[src/rtl/i2c_reg_target.sv]
`timescale 1ns/1ps
// I2C target: 7-bit address, pointer byte, auto-incrementing register writes/reads. SCL/SDA seen SYNC_STAGES+1 clk late.
// No clock stretching, bus_wr is an unthrottled pulse. `I2C_GENERAL_CALL_EN enables general-call (0x00, 0x06) register clear.
module i2c_reg_target #(
  parameter logic [6:0] SLAVE_ADDR  = 7'h50,
  parameter int         NUM_REGS    = 16,
  parameter int         SYNC_STAGES = 2,
  localparam int        AW          = $clog2(NUM_REGS)
) (
  input  logic          clk,
  input  logic          reset_n,
  input  logic          scl_in,
  input  logic          sda_in,
  output logic          sda_oe,
  input  logic [AW-1:0] loc_addr,
  output logic [7:0]    loc_rdata,
  output logic          bus_wr,
  output logic [AW-1:0] bus_wr_addr,
  output logic [7:0]    bus_wr_data,
  output logic          busy
);

`ifdef I2C_GENERAL_CALL_EN
  localparam bit GC_EN = 1'b1;
`else
  localparam bit GC_EN = 1'b0;
`endif

  typedef enum logic [3:0] {
    IDLE, ADDR, ADDR_ACK, PTR, PTR_ACK, WDATA, WDATA_ACK, RDATA, RACK, WAIT_STOP
  } state_t;

  logic [SYNC_STAGES-1:0] scl_sync;
  logic [SYNC_STAGES-1:0] sda_sync;
  logic scl_s, sda_s, scl_q, sda_q;
  logic scl_rise, scl_fall, start_det, stop_det;

  state_t        state, state_nx;
  logic [3:0]    bit_cnt, bit_cnt_nx;
  logic [6:0]    shreg, shreg_nx;
  logic [AW-1:0] ptr, ptr_nx;
  logic          sda_oe_nx, busy_nx;
  logic          gc, gc_nx;
  logic          wr_en, clr_regs, byte_done;
  logic [7:0]    rx_byte;
  logic [2:0]    tx_idx;
  logic [7:0]    regfile [NUM_REGS];

  // Idle bus is high on both lines, so the synchronizers reset to 1.
  always_ff @(posedge clk or negedge reset_n) begin
    if (!reset_n) begin
      scl_sync <= '1;
      sda_sync <= '1;
      scl_q    <= 1'b1;
      sda_q    <= 1'b1;
    end else begin
      scl_sync <= {scl_sync[SYNC_STAGES-2:0], scl_in};
      sda_sync <= {sda_sync[SYNC_STAGES-2:0], sda_in};
      scl_q    <= scl_s;
      sda_q    <= sda_s;
    end
  end

  assign scl_s     = scl_sync[SYNC_STAGES-1];
  assign sda_s     = sda_sync[SYNC_STAGES-1];
  assign scl_rise  = scl_s & ~scl_q;
  assign scl_fall  = ~scl_s & scl_q;
  assign start_det = scl_s & scl_q & sda_q & ~sda_s;
  assign stop_det  = scl_s & scl_q & ~sda_q & sda_s;
  assign loc_rdata = regfile[loc_addr];

  always_comb begin
    state_nx   = state;
    bit_cnt_nx = bit_cnt;
    shreg_nx   = shreg;
    ptr_nx     = ptr;
    sda_oe_nx  = sda_oe;
    busy_nx    = busy;
    gc_nx      = gc;
    wr_en      = 1'b0;
    clr_regs   = 1'b0;
    rx_byte    = {shreg, sda_s};
    tx_idx     = 3'd7 - bit_cnt[2:0];
    byte_done  = scl_rise && (bit_cnt == 4'd7);
    if (stop_det) begin
      state_nx  = IDLE;
      sda_oe_nx = 1'b0;
      busy_nx   = 1'b0;
      gc_nx     = 1'b0;
    end else if (start_det) begin
      state_nx   = ADDR;
      bit_cnt_nx = '0;
      sda_oe_nx  = 1'b0;
      gc_nx      = 1'b0;
    end else begin
      if (scl_rise && (state == ADDR || state == PTR || state == WDATA)) begin
        shreg_nx   = rx_byte[6:0];
        bit_cnt_nx = bit_cnt + 4'd1;
      end
      case (state)
        ADDR: if (byte_done) begin
          bit_cnt_nx = '0;
          if (rx_byte[7:1] == SLAVE_ADDR || (GC_EN && rx_byte == 8'h00)) begin
            state_nx = ADDR_ACK;
            busy_nx  = 1'b1;
            gc_nx    = GC_EN && (rx_byte == 8'h00);
          end else begin
            state_nx = WAIT_STOP;
            busy_nx  = 1'b0;
          end
        end
        PTR: if (byte_done) begin
          bit_cnt_nx = '0;
          state_nx   = PTR_ACK;
          if (!gc) begin
            ptr_nx = rx_byte[AW-1:0];
          end else if (rx_byte == 8'h06) begin
            clr_regs = 1'b1;
            ptr_nx   = '0;
          end
        end
        WDATA: if (byte_done) begin
          bit_cnt_nx = '0;
          state_nx   = WDATA_ACK;
          if (!gc) begin
            wr_en  = 1'b1;
            ptr_nx = ptr + AW'(1);
          end
        end
        // First fall after the byte starts the ACK; the second ends it.
        ADDR_ACK, PTR_ACK, WDATA_ACK: if (scl_fall) begin
          if (!sda_oe) begin
            sda_oe_nx = 1'b1;
          end else begin
            bit_cnt_nx = '0;
            sda_oe_nx  = 1'b0;
            if (state == ADDR_ACK && shreg[0]) begin
              state_nx  = RDATA;
              sda_oe_nx = ~regfile[ptr][7];
            end else if (state == ADDR_ACK) begin
              state_nx = PTR;
            end else begin
              state_nx = WDATA;
            end
          end
        end
        RDATA: begin
          if (scl_rise) begin
            bit_cnt_nx = bit_cnt + 4'd1;
          end else if (scl_fall) begin
            if (bit_cnt == 4'd8) begin
              sda_oe_nx = 1'b0;
              state_nx  = RACK;
            end else begin
              sda_oe_nx = ~regfile[ptr][tx_idx];
            end
          end
        end
        RACK: if (scl_rise) begin
          if (!sda_s) begin
            ptr_nx     = ptr + AW'(1);
            bit_cnt_nx = '0;
            state_nx   = RDATA;
          end else begin
            state_nx = WAIT_STOP;
            busy_nx  = 1'b0;
          end
        end
        default: ;
      endcase
    end
  end

  always_ff @(posedge clk or negedge reset_n) begin
    if (!reset_n) begin
      state       <= IDLE;
      bit_cnt     <= '0;
      shreg       <= '0;
      ptr         <= '0;
      sda_oe      <= 1'b0;
      busy        <= 1'b0;
      gc          <= 1'b0;
      bus_wr      <= 1'b0;
      bus_wr_addr <= '0;
      bus_wr_data <= '0;
      for (int i = 0; i < NUM_REGS; i++) regfile[i] <= '0;
    end else begin
      state   <= state_nx;
      bit_cnt <= bit_cnt_nx;
      shreg   <= shreg_nx;
      ptr     <= ptr_nx;
      sda_oe  <= sda_oe_nx;
      busy    <= busy_nx;
      gc      <= gc_nx;
      bus_wr  <= wr_en;
      if (wr_en) begin
        bus_wr_addr  <= ptr;
        bus_wr_data  <= rx_byte;
        regfile[ptr] <= rx_byte;
      end
      if (clr_regs) begin
        for (int i = 0; i < NUM_REGS; i++) regfile[i] <= '0;
      end
    end
  end

endmodule

[config.mk]
export PLATFORM = sky130hd
export DESIGN_NAME = i2c_reg_target
export DESIGN_NICKNAME = d
export VERILOG_FILES = /design/src/rtl/i2c_reg_target.sv
export SDC_FILE = /design/constraint.sdc
export NUM_CORES = 1
export LEC_CHECK = 0
export ABC_AREA = 1
export BUFFER_PORTS_ARGS = -buffer_cell sky130_fd_sc_hd__buf_4
export CELL_PAD_IN_SITES_DETAIL_PLACEMENT = 1
export CELL_PAD_IN_SITES_GLOBAL_PLACEMENT = 2
export CORE_MARGIN = 5
export CORE_UTILIZATION = 40
export DETAILED_ROUTE_END_ITERATION = 6
export HOLD_SLACK_MARGIN = 0.06
export PLACE_DENSITY_LB_ADDON = 0.25
export SLEW_MARGIN = 40
export SYNTH_ARGS = -nofsm -noshare
export SYNTH_HDL_FRONTEND = slang
export SYNTH_SLANG_ARGS = --single-unit
[constraint.sdc]
create_clock -name clk -period 3.8 [get_ports clk]
set_input_delay 0.95 -clock clk [delete_from_list [all_inputs] [get_ports clk]]
set_output_delay 0.95 -clock clk [all_outputs]
set_load 0.02 [all_outputs]
==> results of run 1 <==
-- per-stage QoR --
| stage | util [%] | hold WS, ns | cells | cell area [um^2] |
|---|---|---|---|---|
| 2_1_floorplan | - | 0.345 | 1308 | 9600 |
| 5_1_grt | 44.9 | 0.366 | 1637 | 10600 |
| 6_report | 44.9 | 0.360 | 1637 | 10600 |
| 3_5_place_dp | 42.3 | 0.348 | 1605 | 9970 |
| 3_3_place_gp | 42.3 | 0.346 | 1605 | 9970 |
| 4_1_cts | 44.9 | 0.362 | 1637 | 10600 |
-- logic make-up (layout without fill, tap and decap cells) --
logic type / Yosys count / in the layout
compound gates: 335 / 335
xor+xnor: 3 / 3
fa+ha+maj: 6 / 6
buf+inv: 205 / 215
flops: 168 / 168
mux: 1 / 1
simple gates: 590 / 590
-- placed cells by master, fill, tap and decap left out, types with 3 or more instances in the layout --
master / count
o221ai_1: 14
inv_1: 115
ha_1: 6
xor2_1: 3
nand3_4: 9
dfrtp_1: 161
nor2_1: 95
dfstp_2: 6
nand3_2: 3
nand3_1: 61
nor3_1: 6
inv_6: 3
nor3_2: 3
buf_4: 55
a21oi_1: 58
o21ai_2: 11
inv_8: 3
inv_2: 8
o21ai_1: 65
o31ai_1: 4
clkbuf_16: 17
o21ai_0: 169
clkinv_4: 3
o211ai_1: 7
o22ai_1: 3
nand2_1: 401
-- report_power, final --
part,internal (uW),leakage [uW],switching (uW)
sequential,1880,0.00231,137
combinational,607,0.00217,1620
clock,1010,0.000294,817
-- metal layers --
layer | vias to the layer above | wire length [um] | part of all wire (%)
li1 | 4238 | - | -
met3 | 28 | 1060 | 3.2
met2 | 166 | 15700 | 48
met5 | - | 0 | 0
met4 | 0 | 458 | 1.4
met1 | 4408 | 15500 | 47
-- registers in the layout, summed over array words and instances (netlist names) --
signal / flops
sda_oe: 1
state: 4
regfile: 128
bus_wr: 1
bus_wr_data: 8
shreg: 7
sda_sync: 2
sda_q: 1
ptr: 4
bus_wr_addr: 4
busy: 1
scl_q: 1
bit_cnt: 4
scl_sync: 2
-- final cells by class --
class	instances	area (um^2)
Multi-Input combinational cell	935	4430
Tap cell	319	399
Inverter	125	472
Clock inverter	13	159
Fill cell	3007	13000
Clock buffer	19	443
Timing Repair Buffer	58	464
Sequential cell	168	4210
-- worst max path at each step --
stage | endpoint
floorplan | loc_rdata[1]
detailed placement | loc_rdata[1]
CTS | loc_rdata[1]
finish | loc_rdata[1]
global route | loc_rdata[1]
global placement | loc_rdata[1]
-- critical path, cell delays in order --
cell     delay (ns)
buf_4          0.18
inv_1          0.39
o21ai_0        0.17
o21ai_0        0.19
o22ai_1        0.09
o21ai_0        0.26
buf_4          0.20
==> metrics.md, run 1 <==
| Metric | Value |
|---|---|
| Site Rows | 56 |
| Max Root-Sink Buffers | 2 |
| Setup crit start kind | input port |
| Hold Vio Cnt, Final | 0 |
| Via count | 8840 |
| Pre-CTS WS | 0.408 ns |
| Final slew viol count | 0 |
| Critical path endpoint category | primary output |
| Yosys warnings | 0 |
| Placeable Area | 23500 um^2 |
| Layout cells sized above 1 | 10.3% |
| Mux share of post-synthesis cell area | 0.104% |
| GRT Max-Usage Layer | met2 |
| Synth unique cells | 43 |
| CTS Hold Bufs | 0 |
| Largest net degree at the start of global routing | 74 |
| Initial Util | 40.8% |
| Compound-Gate Fraction of Synth Area | 18.9% |
| ANT cells | 0 |
| Mean post-synth cell area | 7.34 um^2 |
| Sequential area share after synthesis | 43.9% |
| Synth Register Bits | 168 |
| Final setup TNS | 0 ns |
| Endpoint, Worst Hold | scl_sync[1] |
| First-pass GRT wire length | 51500 um |
| Leakage Power | 0.00477 uW |
| Worst hold path depth | 0 |
| Fin nets | 1319 |
| Synth area leaders | dfrtp_1 (42%), nand2_1 (16%), o21ai_0 (8.8%) |
| Worst slew margin | 49.7% |
| Syn_nets | 1322 |
| Worst slew pin tran | 0.754 ns |
| Reg2Reg Depth | 17 |
| Mean routed wirelength per cell | 20.0 um |
| Worst Hold Class | flip-flop to flip-flop |
| Max VDD drop | 0.000488 V |
| R2R setup slack | 1.18 ns |
| Total GRT Usage | 24.8% |
| Fmax | 0.295 GHz |
| Grt met3 use | 2.87% |
| Most frequent cells after synthesis | nand2_1 (401), o21ai_0 (169), dfrtp_1 (162) |
| Worst hold path startpoint | scl_sync[0] |
| Power per cell area | 574 nW/um^2 |
| TritonRoute pass-1 iters | 5 |
| Count leader, synth | nand2_1 |
| Die area | 27200 um^2 |
| Post-synthesis simple-gate area fraction | 26.0% |
| Cells after Synth | 1308 |
| EDFF count, synth | 0 |
| Ys flop type | dfrtp_1 |
| Final HPWL DP | 22200 um |
| Mapped Area | 9600 um^2 |
| Port Buffers | 30 |
| I/O pin count | 31 |
| Tmin final | 3.39 ns |
| CTS resizes | 0 |
| Initial antenna violation count | 0 |
| Total power | 6070 uW |
| DR vias/cell | 5.40 |
| Worst EP arrival | 2.44 ns |
| Die Span Y | 165 um |
| Initial drt markers | 622 |
| CP startpoint | loc_addr[1] |
| Syn-to-layout area delta | 10.2% |
| CTS tree | yes |
| Synth Area in Adders | 0.782% |
| Async SR Flop Fraction | 100% |
| Clock Sink Count | 168 |
| M1 GR Usage | 34.3% |
| Worst setup margin | 0.413 ns |
| CP Max Fanout | 17 |
| Die span in x | 165 um |
| RSZ-0062 raised after global routing | no |
| Clock buffer count from CTS | 17 |
| Post-CTS setup repair buffer count | 0 |
| CP Class | input port to primary output |
| Worst Clk Skew | 0.0175 ns |
| Setup violations, final | 0 |
| Max H-tree Level | 4 |
| Synth area leader | dfrtp_1 |
| Synth Area in XOR/XNOR | 0.274% |
| Clock Latency Late Sink | 0.44 ns |
| GR Util met2 | 41.7% |
| Post-synth top area share | 42.2% |
| # Max-Cap Violations | 0 |
| CTS root buffer | clkbuf_16 |
| Final wirelength | 32700 um |
| Routed Antenna Nets | 0 |
| Routability Congestion | 0.850 |
| Largest family of logic cells by synthesized area | simple AND/OR/NAND/NOR gates |
| Vias in the first global route | 8944 |
| Status | finished, final reports clean |
| Grt ovf | 0 |
| Clock transition at the registers of the reported paths | 0.07 ns |
| CP required | 2.85 ns |
| Residual DRC count | 0 |
| Tcrit/Tclk final | 89.1% |
| R2r endpoint | sda_oe |
| Worst R2R Start | ptr[0] |
No activity file was read; power rests on OpenSTA's default activity.
==> run 2, diff against run 1 <==
Clock period 3.8 ns to 4.16 ns, I/O delays scaled along.
==> run 2 against run 1 <==
Sequential power fell by 10%. Largest power group unchanged. Worst hold slack got worse by 0.0023 ns. Clock skew fell by 0.0086 ns. Sequential share of layout area rose by 0.36 points. Final area fell by 0.89%. Via count fell by 1.2%. Die area did not move. Cell count fell by 0.73%. Non-clock buffer count fell by 12. Sequential cell count did not move. Count of clock-buffer cells in the layout rose by 1. Largest cell class unchanged.
==> metrics.md, run 2 (same netlist as run 1, synthesis figures left out) <==
| Metric | Value |
|---|---|
| CP Class | input port to primary output |
| RSZ-0062 raised after global routing | no |
| CTS resizes | 0 (unchanged) |
| Leakage Power | 0.00469 uW (-1.6%) |
| Hold Vio Cnt, Final | 0 (unchanged) |
| Setup crit start kind | input port |
| CP top delay family | buffers and inverters |
| Cell mode on critical path | o21ai_0 |
| Biggest regs | regfile (128), bus_wr_data (8), shreg (7) |
| Clock Sink Count | 168 (unchanged) |
| Fin area | 10500 um^2 (-0.89%) |
| WL met1 | 15300 um (-0.98%) |
| Vias in the first global route | 8982 (+0.42%) |
| Critical path endpoint category | primary output |
| Die Span Y | 165 um (unchanged) |
| Clock buffer count from CTS | 17 (unchanged) |
| Final HPWL DP | 21100 um (-4.8%) |
| Tmin final | 3.79 ns |
| Die area | 27200 um^2 (unchanged) |
| Worst slew pin tran | 0.790 ns (+0.0366 ns) |
| Die span in x | 165 um (unchanged) |
| Reg2Reg Depth | 6 (-11) |
| Initial Util | 40.8% (unchanged) |
| CTS Hold Bufs | 0 (unchanged) |
| Max reg flops | 128 (unchanged) |
| Worst hold path depth | 0 (unchanged) |
| Fmax | 0.264 GHz |
| I/O pin count | 31 (unchanged) |
| CP Depth | 7 (unchanged) |
| Routed Antenna Nets | 0 (unchanged) |
| Commonest cells after routing, fill and taps aside | nand2_1 (401), o21ai_0 (169), dfrtp_1 (161) |
| Setup violations, final | 0 (unchanged) |
| Slowest cell on crit path | inv_1 |
| Max H-tree Level | 4 (unchanged) |
| Mean routed wirelength per cell | 19.9 um (-0.14%) |
| ANT cells | 0 (unchanged) |
| Layout cells sized above 1 | 9.34% (-0.98 points) |
| Final wirelength | 32400 um (-0.87%) |
| CP required | 3.12 ns (+0.27 ns) |
| Top layer in use | met4 |
| Worst Clk Skew | 0.00894 ns (-0.00860 ns) |
| TritonRoute pass-1 iters | 5 (unchanged) |
| Power per cell area | 523 nW/um^2 (-8.9%) |
| Most common cell after layout, fill and taps aside | nand2_1 |
| Syn-to-layout area delta | 9.23% |
| Max Root-Sink Buffers | 2 (unchanged) |
| Worst slew margin | 47.2% (-2.5 points) |
| DR vias/cell | 5.37 (-0.52%) |
| Fin nets | 1307 (-0.91%) |
| Routed wl met2 | 15400 um (-1.9%) |
| Grt ovf | 0 (unchanged) |
| Routability Congestion | 0.860 (+1.1%) |
| Port Buffers | 30 (unchanged) |
| Tcrit/Tclk final | 91.2% |
| Placeable Area | 23500 um^2 (unchanged) |
| Crit path buf inv count | 3 (unchanged) |
| Final hold slack | 0.358 ns (-0.00232 ns) |
| CP Max Fanout | 28 (+11) |
| Post-CTS setup repair buffer count | 0 (unchanged) |
| Via count | 8730 (-1.2%) |
| Placed cell areas | 9890 um^2 (-0.80%) |
| Worst stage delay on the critical path | 0.50 ns (+0.11 ns) |
| CTS tree | yes |
| Final slew viol count | 0 (unchanged) |
| Total GRT Usage | 24.9% (+0.17 points) |
| Initial drt markers | 676 (+8.7%) |
| Clock Latency Late Sink | 0.44 ns (about the same) |
| Residual DRC count | 0 (unchanged) |
| Top reg by flops | regfile |
| Site Rows | 56 (unchanged) |
| Largest net degree at the start of global routing | 91 (+23%) |
| # Max-Cap Violations | 0 (unchanged) |
| Met3 wire len | 1150 um (+8.2%) |
| Initial antenna violation count | 0 (unchanged) |
| CTS root buffer | clkbuf_16 |
| Final setup TNS | 0 ns (unchanged) |
| Crit path cell chain | buf_4, inv_1, o21ai_0, o21ai_0, o22ai_1, o21ai_0, buf_4 |
| Worst EP arrival | 2.75 ns (+0.31 ns) |
| Worst Hold Class | flip-flop to flip-flop |
| Status | finished, final reports clean |
| Max VDD drop | 0.000639 V (+31%) |
| Clock transition at the registers of the reported paths | 0.07 ns (about the same) |
| First-pass GRT wire length | 51900 um (+0.82%) |
-- run 2: cell count changes in the layout (fill, tap and decap cells not counted), sizes merged --
cell      change
clkinv        -3
clkbuf        +1
clkinvlp      +4
buf          -12
inv           -2
-- run 2: metal layers --
| layer | GRT usage (%) | up-vias |
|---|---|---|
| li1 | - | 4218 |
| met1 | 34.9 | 4318 |
| met2 | 41.1 | 160 |
| met3 | 3.34 | 34 |
| met4 | 5.97 | 0 |
| met5 | 0 | - |
-- run 2: cell type report --
class,instances,area [um^2]
fillers,3003,13100
multi-input cells,935,4420
flip-flops and latches,168,4210
inverters,125,472
clock buffers,20,447
well taps,319,399
repair buffers,46,387
clock inverters,12,141
-- run 2: worst reg2reg max path: stages, from the launching register on --
cell,delay (ns)
dfstp_2,0.56
nand2_1,0.12
inv_2,0.11
nand4_2,0.19
nor2_4,0.63
nand3_1,0.79
o21ai_0,0.44
-- run 2: worst paths after layout --
check	from	endpoint	slack (ns)
worst max-delay path	loc_addr[1]	loc_rdata[1]	0.37
worst min-delay path	sda_sync[0]	sda_sync[1]	0.36
worst max register to register	scl_sync[1]	regfile[120]	1.22
worst min register to register	sda_sync[0]	sda_sync[1]	0.36
max in group asynchronous	reset_n	regfile[12]	2.72
min in group asynchronous	reset_n	bus_wr_data[6]	0.59
-- run 2: stage by stage --
stage / total power [uW] / utilization, % / cells / worst slack (ns)
after CTS: 5530 / 44.5 / 1625 / 0.423
after global placement: 3840 / 42.0 / 1593 / 0.497
final: 5480 / 44.5 / 1625 / 0.366
after floorplan: 3240 / - / 1308 / 0.771
after detailed placement: 3870 / 42.0 / 1593 / 0.446
after global routing: 5840 / 44.5 / 1625 / 0.240
-- run 2: report_power, final --
group	internal, uW	switching, uW
Clock	910	736
Combinational	543	1480
Sequential	1720	96.4
Total	3170	2310
==> run 3, diff against run 2 <==
Settings changed: GPL_TIMING_DRIVEN set to 0.
==> run 3 against run 2 <==
The run now ends with setup timing left. Die area stayed put. Final area is 3.9% higher. Clock skew rose by 0.0022 ns. Worst setup slack got worse by 0.37 ns. Core utilization grew 1.7 points. Critical endpoint is now loc_rdata[6].
==> metrics.md, run 3 (same netlist as run 1, synthesis figures left out) <==
| Metric | Value |
|---|---|
| Commonest cells after routing, fill and taps aside | nand2_1 (401), o21ai_0 (169), dfrtp_1 (162) |
| CP required | 3.12 ns (about the same) |
| R2r endpoint | regfile[115] |
| CP Max Fanout | 10 (-64%) |
| I/O pin count | 31 (unchanged) |
| Fin cells | 1689 (+3.9%) |
| CTS root buffer | clkbuf_16 |
| P_sw | 2690 uW (+16%) |
| Die Span Y | 165 um (unchanged) |
| Grt ovf | 0 (unchanged) |
| Total GRT Usage | 30.2% (+5.3 points) |
| Worst R2R Start | ptr[1] |
| First-pass GRT wire length | 60400 um (+16%) |
| Failing checks | setup timing |
| Worst slew pin tran | 0.849 ns (+0.0585 ns) |
| Worst setup margin | -0.00599 ns (-0.372 ns) |
| Cell internal pwr | 3150 uW (-0.50%) |
| CTS Hold Bufs | 0 (unchanged) |
| Clock buffer count from CTS | 17 (unchanged) |
| Power per cell area | 537 nW/um^2 (+2.6%) |
| Worst slew margin | 43.4% (-3.8 points) |
| Largest net degree at the start of global routing | 72 (-21%) |
| Status | complete, but fails checks |
| Worst Hold Class | flip-flop to flip-flop |
| Max H-tree Level | 4 (unchanged) |
| DR vias/cell | 5.63 (+4.8%) |
| Setup crit start kind | input port |
| Worst EP arrival | 3.13 ns (+0.38 ns) |
| Site Rows | 56 (unchanged) |
| Cell mode on critical path | clkbuf_1 |
| Post-CTS setup repair buffer count | 0 (unchanged) |
| Worst hold path depth | 0 (unchanged) |
| Leakage Power | 0.00493 uW (+5.0%) |
| Routability Congestion | 0.972 (+13%) |
| Final setup TNS | -0.00599 ns (-0.00599 ns) |
| Setup violations, final | 1 (+1) |
| Vias in the first global route | 9904 (+10%) |
| Residual DRC count | 0 (unchanged) |
| CP Class | input port to primary output |
| Placed cell count | 1658 (+4.1%) |
| Clock Sink Count | 168 (unchanged) |
| Tmin final | 4.17 ns (+0.372 ns) |
| Reg2Reg Depth | 7 (+1) |
| Worst hold path startpoint | scl_sync[0] |
| Mean routed wirelength per cell | 23.5 um (+18%) |
| Logic pwr share | 41.1% (+4.2 points) |
| Clock transition at the registers of the reported paths | 0.07 ns (about the same) |
| Initial Util | 40.8% (unchanged) |
| Top reg by flops | regfile |
| Layout cells sized above 1 | 11.3% (+2.0 points) |
| RSZ-0062 raised after global routing | no |
| Hold Vio Cnt, Final | 0 (unchanged) |
| Initial antenna violation count | 0 (unchanged) |
| Final wirelength | 39800 um (+23%) |
| Final HPWL DP | 28600 um (+36%) |
| Routed Antenna Nets | 0 (unchanged) |
| Endpoint, Worst Hold | scl_sync[1] |
| Placeable Area | 23500 um^2 (unchanged) |
| CTS tree | yes |
| Final slew viol count | 0 (unchanged) |
| Port Buffers | 29 (-3.3%) |
| TritonRoute pass-1 iters | 5 (unchanged) |
| # Max-Cap Violations | 0 (unchanged) |
| ANT cells | 0 (unchanged) |
| Via count | 9511 (+8.9%) |
| Sequential Power Share | 30.8% (-2.3 points) |
| Crit path cell chain | clkbuf_1, clkbuf_1, mux2i_1, o21ai_0, o221ai_1, nand2_1, buf_4 |
| Worst stage delay on the critical path | 0.61 ns (+0.11 ns) |
| Syn-to-layout area delta | 13.4% |
| Max VDD drop | 0.000321 V (-50%) |
| Worst Clk Skew | 0.0112 ns (+0.00221 ns) |
| Fin nets | 1371 (+4.9%) |
| Critical path endpoint category | primary output |
| Fmax | 0.240 GHz (-8.9%) |
| Biggest regs | regfile (128), bus_wr_data (8), shreg (7) |
| Initial drt markers | 742 (+9.8%) |
| Most common cell after layout, fill and taps aside | nand2_1 |
| Clock Latency Late Sink | 0.45 ns (about the same) |
| Tcrit/Tclk final | 100% (+8.9 points) |
| Max reg flops | 128 (unchanged) |
| Die area | 27200 um^2 (unchanged) |
| Max Root-Sink Buffers | 2 (unchanged) |
| Die span in x | 165 um (unchanged) |
| R2R setup slack | 1.24 ns (+0.02 ns) |
| Sw Share | 46.0% (+3.9 points) |
| Slowest cell on crit path | clkbuf_1 |
| Clk network pwr share | 28.1% (-1.9 points) |
## run 3: changes by cell type in the layout (fill, tap and decap cells not counted), sizes merged
cell | previous run | this run
clkinv | 2 | 6
bufinv | 2 | 0
buf | 46 | 77
inv | 128 | 131
clkinvlp | 5 | 2
clkbuf | 20 | 51
## run 3: how the worst max path moves through the flow
stage / startpoint / endpoint / slack (ns) / depth (start not counted)
2_1_floorplan: loc_addr[0] / loc_rdata[1] / 0.77 / 6
3_3_place_gp: loc_addr[1] / loc_rdata[7] / -0.05 / 8
3_5_place_dp: loc_addr[1] / loc_rdata[7] / -0.09 / 8
4_1_cts: loc_addr[0] / loc_rdata[2] / 0.02 / 7
5_1_grt: loc_addr[0] / loc_rdata[7] / 0.003 / 7
6_report: loc_addr[0] / loc_rdata[6] / -0.006 / 7
## run 3: what timing repair did
action | 4_1_cts | 5_1_grt
setup endpoints to repair | 2 | 6
endpoints found under the hold margin | 0 | 0
gates resized for setup | 1 | 5
## run 3: final cells by class
cell class,instances,area (um^2)
Clock inverter,14,158
Tap cell,319,399
Clock buffer,18,439
Fill cell,3004,12700
Sequential cell,168,4210
Inverter,125,472
Multi-Input combinational cell,935,4420
Buffer,78,497
Timing Repair Buffer,32,292
## run 3: stage by stage
stage | hold WS [ns] | power (uW) | instance area, um^2 | util [%] | setup WS [ns]
after global routing | 0.369 | 6140 | 10900 | 46.2 | 0.00309
final | 0.361 | 5840 | 10900 | 46.2 | -0.00599
after global placement | 0.345 | 4120 | 10200 | 43.4 | -0.0547
after CTS | 0.365 | 5810 | 10900 | 46.2 | 0.0174
after detailed placement | 0.350 | 4170 | 10300 | 43.7 | -0.0917
after floorplan | 0.345 | 3240 | 9600 | - | 0.771
## run 3: power by group through the flow
stage	Sequential, uW	Combinational [uW]	Clock, uW
2_1_floorplan	1810	1430	0
3_3_place_gp	1830	2290	0
3_5_place_dp	1830	2340	0
4_1_cts	1800	2340	1670
5_1_grt	1810	2600	1730
6_report	1800	2400	1640
## run 3: routing by layer
layer	vias to the layer above	track usage [%]	share of wire [%]
met5	-	0	0
met4	0	11.2	3.8
met3	98	6.04	7.7
met2	354	49.3	47
met1	4711	39.9	42
li1	4348	-	-
## run 3: worst max-delay path, delay by kind of cell
| kind | cells | cell delay [ns] |
|---|---|---|
| mux | 1 | 0.25 |
| buf+inv | 3 | 1.09 |
| compound gates | 2 | 0.55 |
| simple gates | 1 | 0.18 |
